### src/rtl/vend_dispense_sched.sv
// Dispense scheduler: queues cola and change requests from the vending FSM and
// drives one actuator at a time, round-robin, with done handshake, gap and timeout.
module vend_dispense_sched #(
  parameter int CNT_W   = 3,
  parameter int TIMEOUT = 1000,
  parameter int GAP     = 4,
  parameter int TMR_W   = 16
) (
  input  logic             sys_clk,
  input  logic             sys_rst,
  input  logic             pi_cola_req,
  input  logic             pi_change_req,
  input  logic             pi_cola_done,
  input  logic             pi_coin_done,
  input  logic             pi_fault_clr,
  output logic             po_cola_motor,
  output logic             po_coin_eject,
  output logic             po_busy,
  output logic             po_fault,
  output logic             po_overflow,
  output logic [CNT_W-1:0] po_cola_pend,
  output logic [CNT_W-1:0] po_change_pend
);

  typedef enum logic [2:0] {
    S_IDLE,
    S_COLA_ON,
    S_COIN_ON,
    S_GAP,
    S_FAULT
  } state_t;

  localparam logic [CNT_W-1:0] CNT_MAX  = '1;
  localparam logic [TMR_W-1:0] TMO_LAST = TMR_W'(TIMEOUT - 1);
  localparam logic [TMR_W-1:0] GAP_LAST = TMR_W'(GAP - 1);

  state_t           state, state_nxt;
  logic [TMR_W-1:0] timer, timer_nxt;
  logic             last_cola;
  logic             grant_cola, grant_coin;
  logic [CNT_W-1:0] cola_nxt, coin_nxt;
  logic             ovf_cola, ovf_coin;

  always_comb begin
    state_nxt  = state;
    timer_nxt  = timer;
    grant_cola = 1'b0;
    grant_coin = 1'b0;
    case (state)
      S_IDLE: begin
        // on a tie, serve the queue that was not granted last
        if (po_cola_pend != '0 && (po_change_pend == '0 || !last_cola)) begin
          grant_cola = 1'b1;
        end else if (po_change_pend != '0) begin
          grant_coin = 1'b1;
        end
        if (grant_cola) begin
          state_nxt = S_COLA_ON;
          timer_nxt = '0;
        end else if (grant_coin) begin
          state_nxt = S_COIN_ON;
          timer_nxt = '0;
        end
      end
      S_COLA_ON: begin
        if (pi_cola_done) begin
          state_nxt = S_GAP;
          timer_nxt = '0;
        end else if (timer == TMO_LAST) begin
          state_nxt = S_FAULT;
        end else begin
          timer_nxt = timer + 1'b1;
        end
      end
      S_COIN_ON: begin
        if (pi_coin_done) begin
          state_nxt = S_GAP;
          timer_nxt = '0;
        end else if (timer == TMO_LAST) begin
          state_nxt = S_FAULT;
        end else begin
          timer_nxt = timer + 1'b1;
        end
      end
      S_GAP: begin
        if (timer == GAP_LAST) begin
          state_nxt = S_IDLE;
        end else begin
          timer_nxt = timer + 1'b1;
        end
      end
      S_FAULT: begin
        if (pi_fault_clr) state_nxt = S_IDLE;
      end
      default: state_nxt = S_IDLE;
    endcase
  end

  // A request and a grant in the same cycle cancel; a request at saturation drops.
  always_comb begin
    cola_nxt = po_cola_pend;
    ovf_cola = 1'b0;
    case ({pi_cola_req, grant_cola})
      2'b10: begin
        if (po_cola_pend == CNT_MAX) ovf_cola = 1'b1;
        else cola_nxt = po_cola_pend + 1'b1;
      end
      2'b01:   cola_nxt = po_cola_pend - 1'b1;
      default: cola_nxt = po_cola_pend;
    endcase
  end

  always_comb begin
    coin_nxt = po_change_pend;
    ovf_coin = 1'b0;
    case ({pi_change_req, grant_coin})
      2'b10: begin
        if (po_change_pend == CNT_MAX) ovf_coin = 1'b1;
        else coin_nxt = po_change_pend + 1'b1;
      end
      2'b01:   coin_nxt = po_change_pend - 1'b1;
      default: coin_nxt = po_change_pend;
    endcase
  end

  always_ff @(posedge sys_clk or posedge sys_rst) begin
    if (sys_rst) begin
      state          <= S_IDLE;
      timer          <= '0;
      last_cola      <= 1'b0;
      po_cola_pend   <= '0;
      po_change_pend <= '0;
      po_overflow    <= 1'b0;
      po_cola_motor  <= 1'b0;
      po_coin_eject  <= 1'b0;
      po_busy        <= 1'b0;
      po_fault       <= 1'b0;
    end else begin
      state          <= state_nxt;
      timer          <= timer_nxt;
      po_cola_pend   <= cola_nxt;
      po_change_pend <= coin_nxt;
      if (grant_cola)      last_cola <= 1'b1;
      else if (grant_coin) last_cola <= 1'b0;
      // a drop in the same cycle as a clear is newer, so it stays visible
      if (ovf_cola || ovf_coin) po_overflow <= 1'b1;
      else if (pi_fault_clr)    po_overflow <= 1'b0;
      po_cola_motor  <= (state_nxt == S_COLA_ON);
      po_coin_eject  <= (state_nxt == S_COIN_ON);
      po_busy        <= (state_nxt != S_IDLE);
      po_fault       <= (state_nxt == S_FAULT);
    end
  end

endmodule

### config.mk
export PLATFORM = sky130hd
export DESIGN_NAME = vend_dispense_sched
export DESIGN_NICKNAME = d
export VERILOG_FILES = /design/src/rtl/vend_dispense_sched.sv
export SDC_FILE = /design/constraint.sdc
export NUM_CORES = 1
export LEC_CHECK = 0
export ABC_CLOCK_PERIOD_IN_PS = 5900
export BUFFER_PORTS_ARGS = -buffer_cell sky130_fd_sc_hd__buf_2
export CAP_MARGIN = 20
export CORE_MARGIN = 1.5
export CORE_UTILIZATION = 40
export CTS_CLUSTER_DIAMETER = 150
export DETAILED_ROUTE_END_ITERATION = 8
export SLEW_MARGIN = 5
export SYNTH_ARGS = -nofsm -noshare
export SYNTH_HDL_FRONTEND = slang
export SYNTH_SLANG_ARGS = --single-unit
### constraint.sdc
create_clock -name sys_clk -period 5.9 [get_ports sys_clk]
set_input_delay 1.18 -clock sys_clk [delete_from_list [all_inputs] [get_ports sys_clk]]
set_output_delay 1.18 -clock sys_clk [all_outputs]
set_load 0.005 [all_outputs]
# Yosys cells after proc, flatten, opt, wreduce, memory -nomap -nowiden
# Index checks and enable logic that the tools add are counted.
# W data, S select, Z words.
[totals]
mem_bits_rw = 0
romBits = 0
input_bits = 7
elab_cells = 85
memories = 0
out_inout_bits = 11
ff_bits = 31
latchBits = 0
[classes]
n_lt_le_gt_ge = 0
n_reduce_logical = 17
div = 0
multipliers = 0
n_mux = 34
n_bitwise = 0
addsub = 5
n_eq_ne = 19
shift = 0
[ops]
columns = ["cell", "n"]
rows = [
  ["$mux W16", 6],
  ["$pmux W16 S4", 1],
  ["$mux W3", 9],
  ["$add A16 B1 Y16 const B", 1],
  ["$eq A16 B10 Y1 const B", 1],
  ["$eq A16 B2 Y1 const B", 1],
  ["$mux W1", 15],
  ["$pmux W3 S5", 1],
  ["$eq A3 B3 Y1 const B", 4],
  ["$pmux W3 S2", 2],
  ["$eq A3 B2 Y1 const B", 3],
  ["$reduce_bool A3 Y1", 3],
  ["$reduce_bool A2 Y1", 4],
  ["$add A3 B1 Y3 const B", 2],
  ["$eq A3 B1 Y1 const B", 2],
  ["$logic_not A3 Y1", 2],
  ["$ne A2 B2 Y1 const B", 3],
  ["$sub A3 B1 Y3 const B", 2],
  ["$eq A2 B1 Y1 const B", 2],
  ["$eq A2 B2 Y1 const B", 2],
  ["$reduce_and A2 Y1", 2],
  ["$reduce_bool A4 Y1", 1],
  ["$ne A3 B3 Y1 const B", 1],
  ["$reduce_and A3 Y1", 1],
  ["other kinds (3)", 4],
]

# Logic depth before layout (Yosys ltp)
[depth]
word_depth = 10
depth_mapped = 8
mapped_depth_nobuf = 7

# Least setup slack after synthesis
# No wires, ideal clock.
[synth_timing]
path_kind = "input to register"
start = "in pi_change_req"
end = "reg po_change_pend[1]"
stages = 6
setup_ns = 0.104
arrival_time_ns = 2.539
path_buffers = 1
required_ns = 5.796
slack_ns = 3.257
cell_sequence = "clkbuf_1 or2_2 fa_1 nand3_1 o21ai_0 a221oi_1"
[synth_between]
elab_chain_cells = 3
elab_cells_between_ends = 6
cone_classes = "eq/ne: 3; mux: 1; reduce/logical: 2"
[synth_lines]
columns = ["element", "line", "rtl"]
rows = [
  ["start, declared", "12", "input logic pi_change_req,"],
  ["$eq A2 B2 Y1 / $eq A2 B1 Y1 (equally long branches)", "116", "case ({pi_change_req, grant_coin})"],
  ["$ne A2 B2 Y1 (no line) / $reduce_bool A2 Y1 (equally long branches)", "n/a", ""],
  ["$reduce_and A2 Y1 (no line)", "n/a", ""],
  ["end signal, assigned", "142", "po_change_pend <= coin_nxt;"],
  ["end, declared", "22", "output logic [CNT_W-1:0] po_change_pend"],
]
# Parallel ways exist; a longest one is shown, timed or not.
# A chain may end at the register's enable or synchronous reset.

# Worst setup path in the final report
[layout_timing]
start = "in pi_cola_done"
end = "reg timer[13]"
[layout_between]
elab_chain_cells = 2
[layout_lines]
columns = ["element", "line", "rtl"]
rows = [
  ["start, declared", "13", "input logic pi_cola_done,"],
  ["$mux W16", "66", "if (pi_cola_done) begin"],
  ["$pmux W16 S4", "49", "case (state)"],
  ["end signal, assigned", "140", "timer <= timer_nxt;"],
  ["end, declared", "38", "logic [TMR_W-1:0] timer, timer_nxt;"],
]
# No other way between the ends.

==> flow_summary.ini <==
[die]
die-height_um = 72.9
rows = 25
io_pins = 18
die_w_um = 72.9
core-area_um2 = 4720
dieArea_um2 = 5320
start_util_pct = 41.4

[timing]
max_freq_mhz = 348
tightest_slew_ps = 1010
finalSetupTns_ps = 0
rsz0062_at_grt = false
final-hold-violation-count = 0
fin_crit_sh_pct = 48.7
setup_viol = 0
slew_violations = 0
clock_skew_ps = 6.08
slew-limit-headroom_pct = 32.5
min_period_ps = 2870

[worst_setup_path]
crit_type = in2reg
reg2reg_depth = 7
arrival_ps = 3020
cp-end-kind = register
path_max_fanout = 12
worst_ep_required_time_ps = 6050
critPathLaunchType = primary input

[layout]
final_cell_mix = dfrtp_1, nand2_1, buf_2, o21ai_0
final_nets = 241
n_antenna_cell = 0
layout_commonest_cell = dfrtp_1
layout-drive-gt1-share_pct = 19.0
area_growth_pct = 11.4

[hold_path]
hold_class = reg2reg
hold_depth = 1

[synth]
synth_top_area_share_pct = 39.6
synth_warnings = 0
synthCells = 216
muxShareOfSynthArea_pct = 1.53
ys.flop_type = dfrtp_1
yosys-top-cells-area = dfrtp_1, nand2_1, o21ai_0
synth_top_cell_by_area = dfrtp_1
synth_area_um2 = 1960
synth_nets = 226
avgSynthCellArea_um2 = 9.06
synthXorXnorAreaFrac_pct = 0
ys_seq_elements = 31
synth_top_family_by_area = simple AND/OR/NAND/NOR gates
ys_seq_area_share_pct = 39.6
synth_edf_count = 0
synth_cell_type_count = 54
synthArstFlopShare_pct = 100
synth-simple-area-share_pct = 31.1
synthAdderAreaFrac_pct = 2.69
synth_compound_area_share_pct = 19.5

[run]
drv_cap = 0

[route]
antenna_left = 0
drtIter0Drc = 117
firstDrtPassIters = 4
dr_total_vias = 1673
wirelength_um = 4260
drc = 0
viasPerCell = 5.60
avgRoutedWirePerCell_um = 14.3

[global_routing]
grt_antenna_before_repair = 0
grt_pass1_wl_um = 7650
grt_pass1_vias = 1606
globalRouteOverflowTotal = 0
grt_max_degree = 32
grtUsageTotal_pct = 18.8

[placement]
dp_hpwl_um = 2960
gp_congestion = 0.815
port_buffers = 17

[power_and_ir_drop]
ir_worst_vdd_mv = 0.210
powerDensity_nw_per_um2 = 432
internal-power_uw = 573
power.total_uw = 942
power.share.clock_pct = 23.3
p_sw_uw = 369
p_comb_share_pct = 40.9
leakagePower_uw = 0.000917
power_frac_seq_pct = 35.8
sw_frac_of_total_pct = 39.2

[cts]
clk-insertion-delay-late_ps = 290
cts_setup_buffers = 0
h-tree-depth = 2
root_buffer = clkbuf_8
max-clock-path-buffers = 2
clkSinkCount = 31
hold_buffers = 0
clk_pin_slew_ps = 70
ctsResizeCount = 0
cts_tree = yes
cts_inserted_buffers = 5

[outcome]
status = finished clean
==> critical path: stages <==
cell	delay, ps
buf_2	110
nand2b_1	60
a21oi_1	800
nor2_2	200
nand3b_1	500
o32ai_1	170
==> routing by layer <==
metal | vias up | global-route usage (%) | part of all wire, %
met3 | 5 | 4.14 | 3.2
met2 | 30 | 28.5 | 47
met4 | 0 | 8.18 | 1.8
li1 | 839 | - | -
met5 | - | 0 | 0
met1 | 799 | 25.7 | 48
==> Yosys cell counts, types with 5 or more instances <==
| library cell | n |
|---|---|
| a21oi_1 | 13 |
| dfrtp_1 | 31 |
| inv_1 | 10 |
| nand2_1 | 20 |
| nand2b_1 | 5 |
| nand3_1 | 11 |
| nand4_1 | 7 |
| nor2_1 | 8 |
| nor3_1 | 13 |
| nor3b_1 | 6 |
| o21ai_0 | 14 |
| o21ai_1 | 5 |
| o31ai_1 | 6 |
==> state kept, by name, indices dropped and copies added (netlist names), 3 cells and up <==
register        flops
po_change_pend      3
po_cola_pend        3
state               3
timer              16
==> final timing paths <==
| path | startpoint | end | slack, ps |
|---|---|---|---|
| setup / recovery | pi_cola_done | timer[13]$_DFFE_PP0P_ | 3030 |
| hold / removal | timer[0]$_DFFE_PP0P_ | timer[0]$_DFFE_PP0P_ | 510 |
| setup reg to reg | state[2]$_DFF_PP0_ | po_cola_pend[2]$_DFFE_PP0P_ | 3280 |
| hold reg to reg | timer[0]$_DFFE_PP0P_ | timer[0]$_DFFE_PP0P_ | 510 |
| max in group asynchronous | sys_rst | timer[7]$_DFFE_PP0P_ | 4630 |
| min in group asynchronous | sys_rst | po_change_pend[2]$_DFFE_PP0P_ | 960 |
==> metrics by stage <==
stage               worst slack (ps)  hold WS (ps)  std cells  cell area (um2)  util (%)
CTS                             3060           514        299             2180      46.1
floorplan                       3260           465        216             1960         -
global placement                2800           486        291             2060      43.7
detailed placement              2730           491        291             2060      43.7
finish                          3030           509        299             2180      46.1
global route                    2850           541        299             2180      46.1
==> kinds of logic (layout without fill, tap and decap cells) <==
group / count (synthesis) / after routing
and+or+nand+nor: 102 / 102
adders and majority gates: 3 / 3
AOI/OAI and AO/OA: 57 / 57
DFF: 31 / 31
buffers and inverters: 20 / 36
muxes: 3 / 3
==> power groups by stage <==
stage / combinational (uW) / sequential, uW / clock (uW)
6_report: 385 / 337 / 220
5_1_grt: 447 / 349 / 238
4_1_cts: 389 / 337 / 227
3_5_place_dp: 388 / 340 / 0
3_3_place_gp: 385 / 341 / 0
2_1_floorplan: 323 / 319 / 0
==> layout make-up <==
class                   instances  area [um2]
multi-input cells             165        1070
clock inverters                 2        35.0
well taps                      67        83.8
repair buffers                 18        92.6
flip-flops and latches         31         776
clock buffers                   6        82.6
fillers                       459        2540
inverters                      10        37.5
(Power assumes the default switching activity.)
